==> src/rtl/i2s_pkg.sv <==
// i2s_pkg: shared frame geometry, counter widths and a saturating increment helper
package i2s_pkg;
  localparam int FRAME_SLOTS = 32;
  localparam int SAMPLE_W = 16;
  localparam int STEREO_W = 2 * SAMPLE_W;
  localparam int SLOT_W = $clog2(FRAME_SLOTS);
  localparam int CNT_W = 16;
  localparam int DIV_W = 8;
  function automatic logic [CNT_W-1:0] sat_inc(input logic [CNT_W-1:0] c);
    return (c == '1) ? c : c + 1'b1;
  endfunction
endpackage

==> src/rtl/i2s_clkgen.sv <==
// i2s_clkgen: bit clock divider, word select and slot counter with rise/fall event strobes
module i2s_clkgen
  import i2s_pkg::*;
#(
  parameter int BCLK_DIV = 16
) (
  input  logic              ap_clk,
  input  logic              ap_rst_n,
  input  logic              enable,
  output logic              bclk,
  output logic              lrclk,
  output logic              rise,
  output logic              fall,
  output logic [SLOT_W-1:0] slot
);
  logic [DIV_W-1:0] div_cnt;
  logic [SLOT_W-1:0] slot_nx;
  logic tc;
  assign tc = enable && (div_cnt == DIV_W'(BCLK_DIV - 1));
  assign rise = tc && !bclk;
  assign fall = tc && bclk;
  assign slot_nx = slot + 1'b1;
  // divider and bus clocks; parking at slot 31 makes the first fall after enable start slot 0
  always_ff @(posedge ap_clk or negedge ap_rst_n) begin
    if (!ap_rst_n) begin
      div_cnt <= '0;
      bclk <= 1'b0;
      lrclk <= 1'b1;
      slot <= '1;
    end else if (!enable) begin
      div_cnt <= '0;
      bclk <= 1'b0;
      lrclk <= 1'b1;
      slot <= '1;
    end else begin
      div_cnt <= tc ? '0 : div_cnt + 1'b1;
      if (tc) bclk <= !bclk;
      if (fall) begin
        slot <= slot_nx;
        lrclk <= slot_nx[SLOT_W-1];
      end
    end
  end
endmodule

==> src/rtl/i2s_master_axis.sv <==
// i2s_master_axis: I2S bus master bridging AXI-Stream playback and record words to a codec
module i2s_master_axis
  import i2s_pkg::*;
#(
  parameter int BCLK_DIV = 16
) (
  input  logic                ap_clk,
  input  logic                ap_rst_n,
  input  logic                enable,
  output logic                audio_bclk,
  output logic                audio_lrclk,
  output logic                audio_dac,
  input  logic                audio_adc,
  input  logic [STEREO_W-1:0] from_host_audio_tdata,
  input  logic                from_host_audio_tvalid,
  output logic                from_host_audio_tready,
  output logic [STEREO_W-1:0] to_host_audio_tdata,
  output logic                to_host_audio_tvalid,
  input  logic                to_host_audio_tready,
  output logic [CNT_W-1:0]    underrun_count,
  output logic [CNT_W-1:0]    overrun_count
);
  logic rise, fall, adc_q, primed, frame_start, done;
  logic [SLOT_W-1:0] slot;
  logic [STEREO_W-1:0] tx_shreg, rx_word;
  logic [STEREO_W-2:0] rx_shreg;
  i2s_clkgen #(.BCLK_DIV(BCLK_DIV)) u_clkgen (
    .ap_clk  (ap_clk),
    .ap_rst_n(ap_rst_n),
    .enable  (enable),
    .bclk    (audio_bclk),
    .lrclk   (audio_lrclk),
    .rise    (rise),
    .fall    (fall),
    .slot    (slot)
  );
  assign frame_start = fall && (slot == SLOT_W'(FRAME_SLOTS - 1));
  assign done = rise && (slot == '0);
  assign from_host_audio_tready = frame_start && from_host_audio_tvalid;
  assign rx_word = {rx_shreg, adc_q};
  // serializer: MSB leaves one bclk after the frame edge, so slot 0 carries the previous word's LSB
  always_ff @(posedge ap_clk or negedge ap_rst_n) begin
    if (!ap_rst_n) begin
      tx_shreg <= '0;
      audio_dac <= 1'b0;
      underrun_count <= '0;
    end else if (!enable) begin
      tx_shreg <= '0;
      audio_dac <= 1'b0;
    end else if (fall) begin
      audio_dac <= tx_shreg[STEREO_W-1];
      tx_shreg <= !frame_start ? tx_shreg << 1 : from_host_audio_tvalid ? from_host_audio_tdata : '0;
      if (frame_start && !from_host_audio_tvalid) underrun_count <= sat_inc(underrun_count);
    end
  end
  // deserializer and record stream; the first completion after a restart is a partial frame
  always_ff @(posedge ap_clk or negedge ap_rst_n) begin
    if (!ap_rst_n) begin
      adc_q <= 1'b0;
      rx_shreg <= '0;
      primed <= 1'b0;
      to_host_audio_tdata <= '0;
      to_host_audio_tvalid <= 1'b0;
      overrun_count <= '0;
    end else begin
      adc_q <= audio_adc;
      if (!enable) begin
        rx_shreg <= '0;
        primed <= 1'b0;
      end else if (rise) begin
        rx_shreg <= rx_word[STEREO_W-2:0];
        if (done) primed <= 1'b1;
      end
      if (done && primed && (!to_host_audio_tvalid || to_host_audio_tready)) begin
        to_host_audio_tdata <= rx_word;
        to_host_audio_tvalid <= 1'b1;
      end else begin
        if (done && primed) overrun_count <= sat_inc(overrun_count);
        if (to_host_audio_tvalid && to_host_audio_tready) to_host_audio_tvalid <= 1'b0;
      end
    end
  end
endmodule

==> config.mk <==
export PLATFORM = sky130hd
export DESIGN_NAME = i2s_master_axis
export DESIGN_NICKNAME = d
export VERILOG_FILES = /design/src/rtl/i2s_pkg.sv /design/src/rtl/i2s_clkgen.sv /design/src/rtl/i2s_master_axis.sv
export SDC_FILE = /design/constraint.sdc
export NUM_CORES = 1
export LEC_CHECK = 0
export CORE_MARGIN = 8
export CORE_UTILIZATION = 54
export DETAILED_ROUTE_END_ITERATION = 6
export GPL_TIMING_DRIVEN = 0
export PLACE_DENSITY = 0.76
export SKIP_CTS_REPAIR_TIMING = 1
export SLEW_MARGIN = 20
export SYNTH_ARGS = -nofsm -noshare
export SYNTH_HDL_FRONTEND = slang
export SYNTH_HIERARCHICAL = 1
export SYNTH_SLANG_ARGS = --single-unit
export TNS_END_PERCENT = 100
==> constraint.sdc <==
create_clock -name ap_clk -period 4.37 [get_ports ap_clk]
set_clock_uncertainty 0.1 [all_clocks]
set_input_delay 1.0925 -clock ap_clk [delete_from_list [all_inputs] [get_ports ap_clk]]
set_output_delay 1.0925 -clock ap_clk [all_outputs]
set_load 0.1 [all_outputs]
==> results of run 1 <==
[power breakdown]
part,switching (mW),internal (mW)
combinational,0.0505,0.0425
sequential,0.00323,1.35
clock,0.606,0.934
[worst max-delay path: stages]
cell and delay [ns]:
dlymetal6s2s_1 0.20, buf_4 0.21, inv_2 0.10, nor3_2 0.21
and4_4 0.27, and3_1 0.17, buf_4 0.20, and2_2 0.18
buf_8 0.19
[flip-flops by register name (all words and copies together), names as in the netlist]
name / cells
to_host_audio_tdata: 32
tx_shreg: 32
rx_shreg: 31
overrun_count: 16
underrun_count: 16
u_clkgen/div_cnt: 8
u_clkgen/slot: 4
adc_q: 1
audio_dac: 1
primed: 1
to_host_audio_tvalid: 1
u_clkgen/bclk: 1
u_clkgen/lrclk: 1
[cell usage in the layout, fill, tap and decap left out, types with 7 or more instances in the layout]
cell type and count:
nor3_1 10, nand2b_1 8, nand3_1 56, nand2_1 44
a211oi_1 8, a31oi_1 32, and3_1 7, mux2i_1 33
dfrtp_1 140, clkbuf_16 17, nand4_1 8, clkdlybuf4s50_1 102
a21oi_1 8, buf_2 8, xor2_1 25, clkbuf_1 18
nor2b_1 34, mux2_2 39, o21ai_0 37
[through the flow]
step	util, %	TNS (ns)	hold slack [ns]	total power [mW]
after detailed placement	66.18	-3.581	0.3868	1.467
after floorplan	-	0	0.3728	1.395
after global placement	65.91	-500.57	0.3791	1.462
after CTS	71.41	-1.625	0.4031	3.002
after global routing	71.54	0	0.4165	3.075
final	71.54	0	0.3929	2.982
[logic make-up after synthesis]
family          after synthesis  share of synthesized area, %
simple gates                209                         17.83
xor+xnor                     28                         3.667
buf+inv                      46                         3.386
flops                       145                         54.35
compound gates               92                         8.513
fa+ha+maj                     4                        0.7484
mux                          72                         11.51
[area by class of cell]
type                            instances  area, um2  area share, %
Multi-Input combinational cell        405       2834          32.85
Clock buffer                           18      439.2          5.090
Tap cell                              168      210.2          2.436
Timing Repair Buffer                  106       1091          12.65
Sequential cell                       145       3635          42.13
Buffer                                 38      201.4          2.335
Inverter                                7      26.28         0.3045
Clock inverter                         14      191.4          2.219
[metal layers]
layer | global-route usage [%] | vias to the layer above | share of wire (%)
met5 | 0 | - | 0
met4 | 7.418 | 0 | 1.1
met3 | 5.782 | 13 | 6.4
met2 | 30.78 | 162 | 49
met1 | 24.33 | 2511 | 43
li1 | - | 2388 | -
[worst paths after layout]
check / start / to / slack [ns] / cells after the start
setup / recovery: enable / from_host_audio_tready / 0.33 / 9
min in group asynchronous: ap_rst_n / overrun_count[10]$_DFFE_PN0P_ / 0.46 / 1
hold reg to reg: underrun_count[7]$_DFFE_PN0P_ / underrun_count[7]$_DFFE_PN0P_ / 0.39 / 1
max in group asynchronous: ap_rst_n / u_clkgen/slot[1]$_DFFE_PN1P_ / 2.93 / 2
hold / removal: underrun_count[7]$_DFFE_PN0P_ / underrun_count[7]$_DFFE_PN0P_ / 0.39 / 1
setup reg to reg: u_clkgen/div_cnt[5]$_DFF_PN0_ / to_host_audio_tdata[1]$_DFFE_PN0P_ / 1.32 / 9
[cells in the mapped netlist (all sizes together)]
master   number
dfrtp       140
nand3        56
nand2        44
mux2         39
o21ai        37
nor2b        34
mux2i        33
a31oi        32
xor2         25
buf          20
clkbuf       19
nor3         12
nand4         9
a211oi        8
a21oi         8
nand2b        8
nor4          8
and3          7
inv           6
nor2          6
or3           6
dfstp         5
and4          4
ha            4
xnor2         3
a2111oi       2
and2          2
and2b         2
nor3b         2
nor4b         2
a211o         1
a21boi        1
a22o          1
a311oi        1
and3b         1
and4b         1
and4bb        1
clkinv        1
nand4b        1
nor4bb        1
o21a          1
or2           1
or4           1
==> summary.txt, run 1 <==
Run status
  • Status: finished, final reports clean

Final layout
  • Layout cells sized above 1: 15.55%
  • Nets@finish: approximately 760
  • Area Growth Syn to Fin: 29.02%
  • Fillers: between 800 and 900
  • ANT cells: 0
  • Final std cells w/o fill: around 900
  • Fin area: ~8600 um2

Floorplan
  • Die Area: roughly 16000 um2
  • Initial core utilization: 55.45%
  • Die width: between 100 and 150 um
  • Core area: 12060 um2
  • Number of placement rows: 40
  • Die Span Y: 127.3 um
  • I/O pin count: between 100 and 150

CTS
  • Clk buf depth: 2
  • Worst skew pair latency: ~0.43 ns
  • Clk Tree Root Cell: clkbuf_16
  • CTS tree: built
  • Number of H-tree levels: 4
  • Clock Pin Slew Worst Setup and Hold Paths: about 0.060 ns
  • Num CTS Buffers: 17
  • Sink Count: 145

Synthesis
  • Cells taking the most area after synthesis: dfrtp_1, mux2_2, mux2i_1
  • Yosys warns: 6
  • FF+latch count, synth: ~150
  • Synth area leader: dfrtp_1
  • Area share of the largest cell type after synthesis: around 52%
  • Mapped cell area: between 6000 and 7000 um2
  • Syn_area_per_cell: around 11 um2
  • Syn nets: ~640
  • Distinct cells, synth: 55
  • Gate Count Post-Synth: between 500 and 600
  • Seq/Total Area, Yosys: a little over half

Detailed routing
  • DRT Wirelength: 15060 um
  • WL/cell: 16.71 um
  • DR pass1 iterations: 5
  • Vias/cell: 5.632
  • Routed vias: about 5k
  • Initial drt markers: 472
  • Post-route DRC: 0
  • DRT antenna net count: 0

Placed design
  • Pre-CTS setup slack: -1.617 ns
  • Cell Area, Placed: about 8000 um2
  • Placed Cells incl. Taps: 870
  • Port bufs: 105
  • Dpl hpwl: between 10000 and 15000 um
  • Routability congestion estimate: 0.8198

STA
  • Setup violators final: 0
  • Worst slew margin: roughly 33%
  • Fin. Hold Viols: 0
  • Setup ws final: 0.3315 ns
  • Period utilisation layout: a little over 90%
  • Worst slew pin tran: 0.9945 ns
  • Max Slew Vio Count: 0
  • Highest clock rate: about 250 MHz
  • Unrepaired setup endpoints after global routing: no
  • Min cycle time layout: around 4.0 ns

Job
  • Total of max-cap violations: 0

Worst setup path
  • CP arrival: between 2 and 3 ns
  • Worst Path Required: roughly 3.2 ns
  • Worst setup path category: in2out
  • CP endpoint kind: primary output
  • Worst Setup Start Kind: input port
  • Critical path peak fanout: 15

GRT
  • First-pass GRT wire length: roughly 26000 um
  • Initial antenna violation count: 0
  • Total track usage: slightly below 20%
  • Number of global-route vias before repair: ~5.2k
  • Largest net degree at the start of global routing: between 100 and 150
  • Total gr overflow: 0

Power
  • Pwr dens: approximately 350 nW/um2
  • Leakage: around 3.7 nW
  • Peak supply drop: around 0.26 mV

Hold path
  • Worst min path class: reg2reg
No activity file was read; power rests on OpenSTA's default activity.
==> run 2, diff against run 1 <==
- CELL_PAD_IN_SITES_DETAIL_PLACEMENT: unset -> 1
- CELL_PAD_IN_SITES_GLOBAL_PLACEMENT: unset -> 1
- CORE_UTILIZATION: 54 -> 42
- PLACE_DENSITY: 0.76 -> 0.75
==> run 2 against run 1 <==
Effect of this change:
- wire length is 11% higher
- register-to-register slack worse by 0.05 ns
- clock power is 8% lower
- global-route usage is 1.7 points lower
- critical path type unchanged
- critical endpoint unchanged
- largest power group unchanged
==> summary.txt, run 2 (synthesis gave the netlist of run 1 again) <==
Final layout
  • Area Growth Syn to Fin: 29.19%
  • Layout cells sized above 1: 15.08% (-0.47 points)
  • Utilization after layout: 54.98% (-17 points)
  • Most common cell after layout, fill and taps aside: dfrtp_1
  • Final std cells w/o fill: 952 (+5.7%)
  • ANT cells: 0 (unchanged)
  • Largest regs: to_host_audio_tdata (32), tx_shreg (32), rx_shreg (31)
  • Nets@finish: 765 (+0.39%)
  • Leading cell types in the layout, fill and taps excluded: dfrtp_1, clkdlybuf4s50_1, nand3_1

CTS
  • Number of H-tree levels: 4 (unchanged)
  • Clock Pin Slew Worst Setup and Hold Paths: 0.06 ns (about the same)
  • Sink Count: 145 (unchanged)
  • Num CTS Buffers: 17 (unchanged)
  • Worst skew pair latency: 0.42 ns (about the same)
  • CTS tree: built
  • Clk Tree Root Cell: clkbuf_16
  • Clk buf depth: 2 (unchanged)

Detailed routing
  • Post-route DRC: 0 (unchanged)
  • DR pass1 iterations: 4 (-1)
  • Initial drt markers: 241 (-49%)
  • Routed vias: 5037 (-0.73%)
  • Vias/cell: 5.291 (-6.0%)
  • WL/cell: 17.60 um (+5.3%)
  • DRT Wirelength: 16760 um (+11%)
  • DRT antenna net count: 0 (unchanged)

Power
  • Internal power: 2.283 mW (-1.7%)
  • Sw Ratio: 20.16% (-2.0 points)
  • Pwr dens: 331.0 nW/um2 (-4.2%)
  • P_sw: 0.5765 mW (-13%)
  • Combinational share of power: 3.3% (+0.2 points)
  • Sequential share of power: 47.2% (+2.0 points)
  • Final Power: 2.859 mW (-4.1%)
  • Peak supply drop: 0.2984 mV (+17%)
  • Clock group share of total power: 49.5% (-2.2 points)
  • Leakage: 3.708 nW (-0.88%)

GRT
  • Initial antenna violation count: 0 (unchanged)
  • Number of global-route vias before repair: 5660 (+8.8%)
  • Largest net degree at the start of global routing: 88 (-13%)
  • First-pass GRT wire length: 28380 um (+11%)
  • Total gr overflow: 0 (unchanged)
  • Total track usage: 17.60% (-1.7 points)

Floorplan
  • Initial core utilization: 42.56% (-13 points)
  • Die Area: 20220 um2 (+25%)
  • Number of placement rows: 46 (+15%)
  • Core area: 15710 um2 (+30%)
  • Die width: 142.2 um (+12%)
  • I/O pin count: 107 (unchanged)
  • Die Span Y: 142.2 um (+12%)

Hold path
  • Worst min path class: reg2reg
  • Hold Path Sink: to_host_audio_tdata[5]$_DFFE_PN0P_
  • Hold depth: 1 (unchanged)
  • Hold path start: to_host_audio_tdata[5]$_DFFE_PN0P_

STA
  • Highest clock rate: 237.1 MHz (-4.2%)
  • WHS: 0.4036 ns (+0.01078 ns)
  • Period utilisation layout: 96.51% (+4.1 points)
  • Max Slew Vio Count: 0 (unchanged)
  • Setup violators final: 0 (unchanged)
  • Min cycle time layout: 4.217 ns (+0.1790 ns)
  • Fin. Hold Viols: 0 (unchanged)
  • Unrepaired setup endpoints after global routing: no
  • Worst slew pin tran: 0.9940 ns (-0.0005742 ns)
  • Worst slew margin: 33.53% (+0.038 points)

Worst setup path
  • Worst setup path category: in2out
  • Reg2Reg Setup Slack: 1.27 ns (-0.05 ns)
  • Worst Setup Start Kind: input port
  • Slowest CP cell: and4_2
  • CP endpoint kind: primary output
  • CP cell instances: clkbuf_2 > buf_6 > clkinvlp_4 > nor3_2 > and4_2 > and3_1 > buf_2 > buf_2 > and2_2 > buf_6
  • Reg2reg path depth: 9 (unchanged)
  • CP arrival: 3.02 ns (+0.17 ns)
  • Crit path max-delay family: buffers and inverters
  • Worst r2r dst: to_host_audio_tdata[15]$_DFFE_PN0P_
  • Critical path peak fanout: 10 (-5)
  • Slowest stage delay, CP: 0.29 ns (+0.02 ns)
  • CP bufs+invs: 6 (+1)
  • Worst Path Required: 3.18 ns (about the same)
  • RR Startpoint: u_clkgen/div_cnt[6]$_DFF_PN0_

Placed design
  • Port bufs: 105 (unchanged)
  • Placed Cells incl. Taps: 918 (+5.5%)
  • Dpl hpwl: 12140 um (+15%)
  • Routability congestion estimate: 0.7829 (-4.5%)

Run status
  • Status: finished, final reports clean

Job
  • Total of max-cap violations: 0 (unchanged)
-- run 2: cell count changes in the layout (fill, tap and decap cells not counted), sizes merged --
cell | previous run | this run
clkinvlp | 0 | 2
buf | 23 | 26
clkbuf | 36 | 43
inv | 15 | 6
clkinv | 3 | 4
dlymetal6s2s | 1 | 0
-- run 2: worst register-to-register path, cell delays in order (launching register included) --
cell and delay, ns:
dfrtp_1 0.41, or4_4 0.57, buf_6 0.16, nor4_1 0.23, clkbuf_1 0.31, and3b_1 0.23
nand2_1 0.08, nor2_2 0.32, buf_6 0.22, mux2_2 0.35
-- run 2: final cells by class --
cell class              count  area, um2
plain buffers              39      207.7
clock buffers              24      451.7
clock inverters             8      117.6
fillers                  1677       7073
inverters                   7      30.03
multi-input cells         405       2833
flip-flops and latches    145       3635
well taps                 216      270.3
repair buffers            108       1095
-- run 2: worst max-delay path by stage --
stage	startpoint	end	slack, ns	cells past startpoint
final	enable	from_host_audio_tready	0.15	10
after floorplan	enable	from_host_audio_tready	0.18	8
after global placement	ap_rst_n	tx_shreg[10]$_DFFE_PN0P_	-3.70	1
after global routing	enable	from_host_audio_tready	0.003	10
after CTS	enable	from_host_audio_tready	-1.79	10
after detailed placement	enable	from_host_audio_tready	-1.75	10
-- run 2: power groups by stage --
stage / registers [mW] / logic, mW / clock network (mW)
2_1_floorplan: 1.37 / 0.0220 / 0
3_3_place_gp: 1.37 / 0.0899 / 0
3_5_place_dp: 1.37 / 0.0950 / 0
4_1_cts: 1.35 / 0.0956 / 1.45
5_1_grt: 1.35 / 0.106 / 1.51
6_report: 1.35 / 0.0950 / 1.41
-- run 2: routing by layer --
| metal | share of wire [%] | vias to the layer above | global-route usage, % |
|---|---|---|---|
| li1 | - | 2387 | - |
| met1 | 43 | 2527 | 20.33 |
| met2 | 51 | 102 | 31.11 |
| met3 | 4.1 | 21 | 4.126 |
| met4 | 1.4 | 0 | 6.444 |
| met5 | 0 | - | 0 |
-- run 2: metrics by stage --
stage | TNS [ns] | cell area, um2 | setup slack [ns]
after global routing | 0 | 8640 | 0.003392
after global placement | -533.41 | 8010 | -3.699
final | 0 | 8640 | 0.1525
after detailed placement | -10.63 | 8043 | -1.749
after CTS | -1.792 | 8612 | -1.792
after floorplan | 0 | 6689 | 0.1756
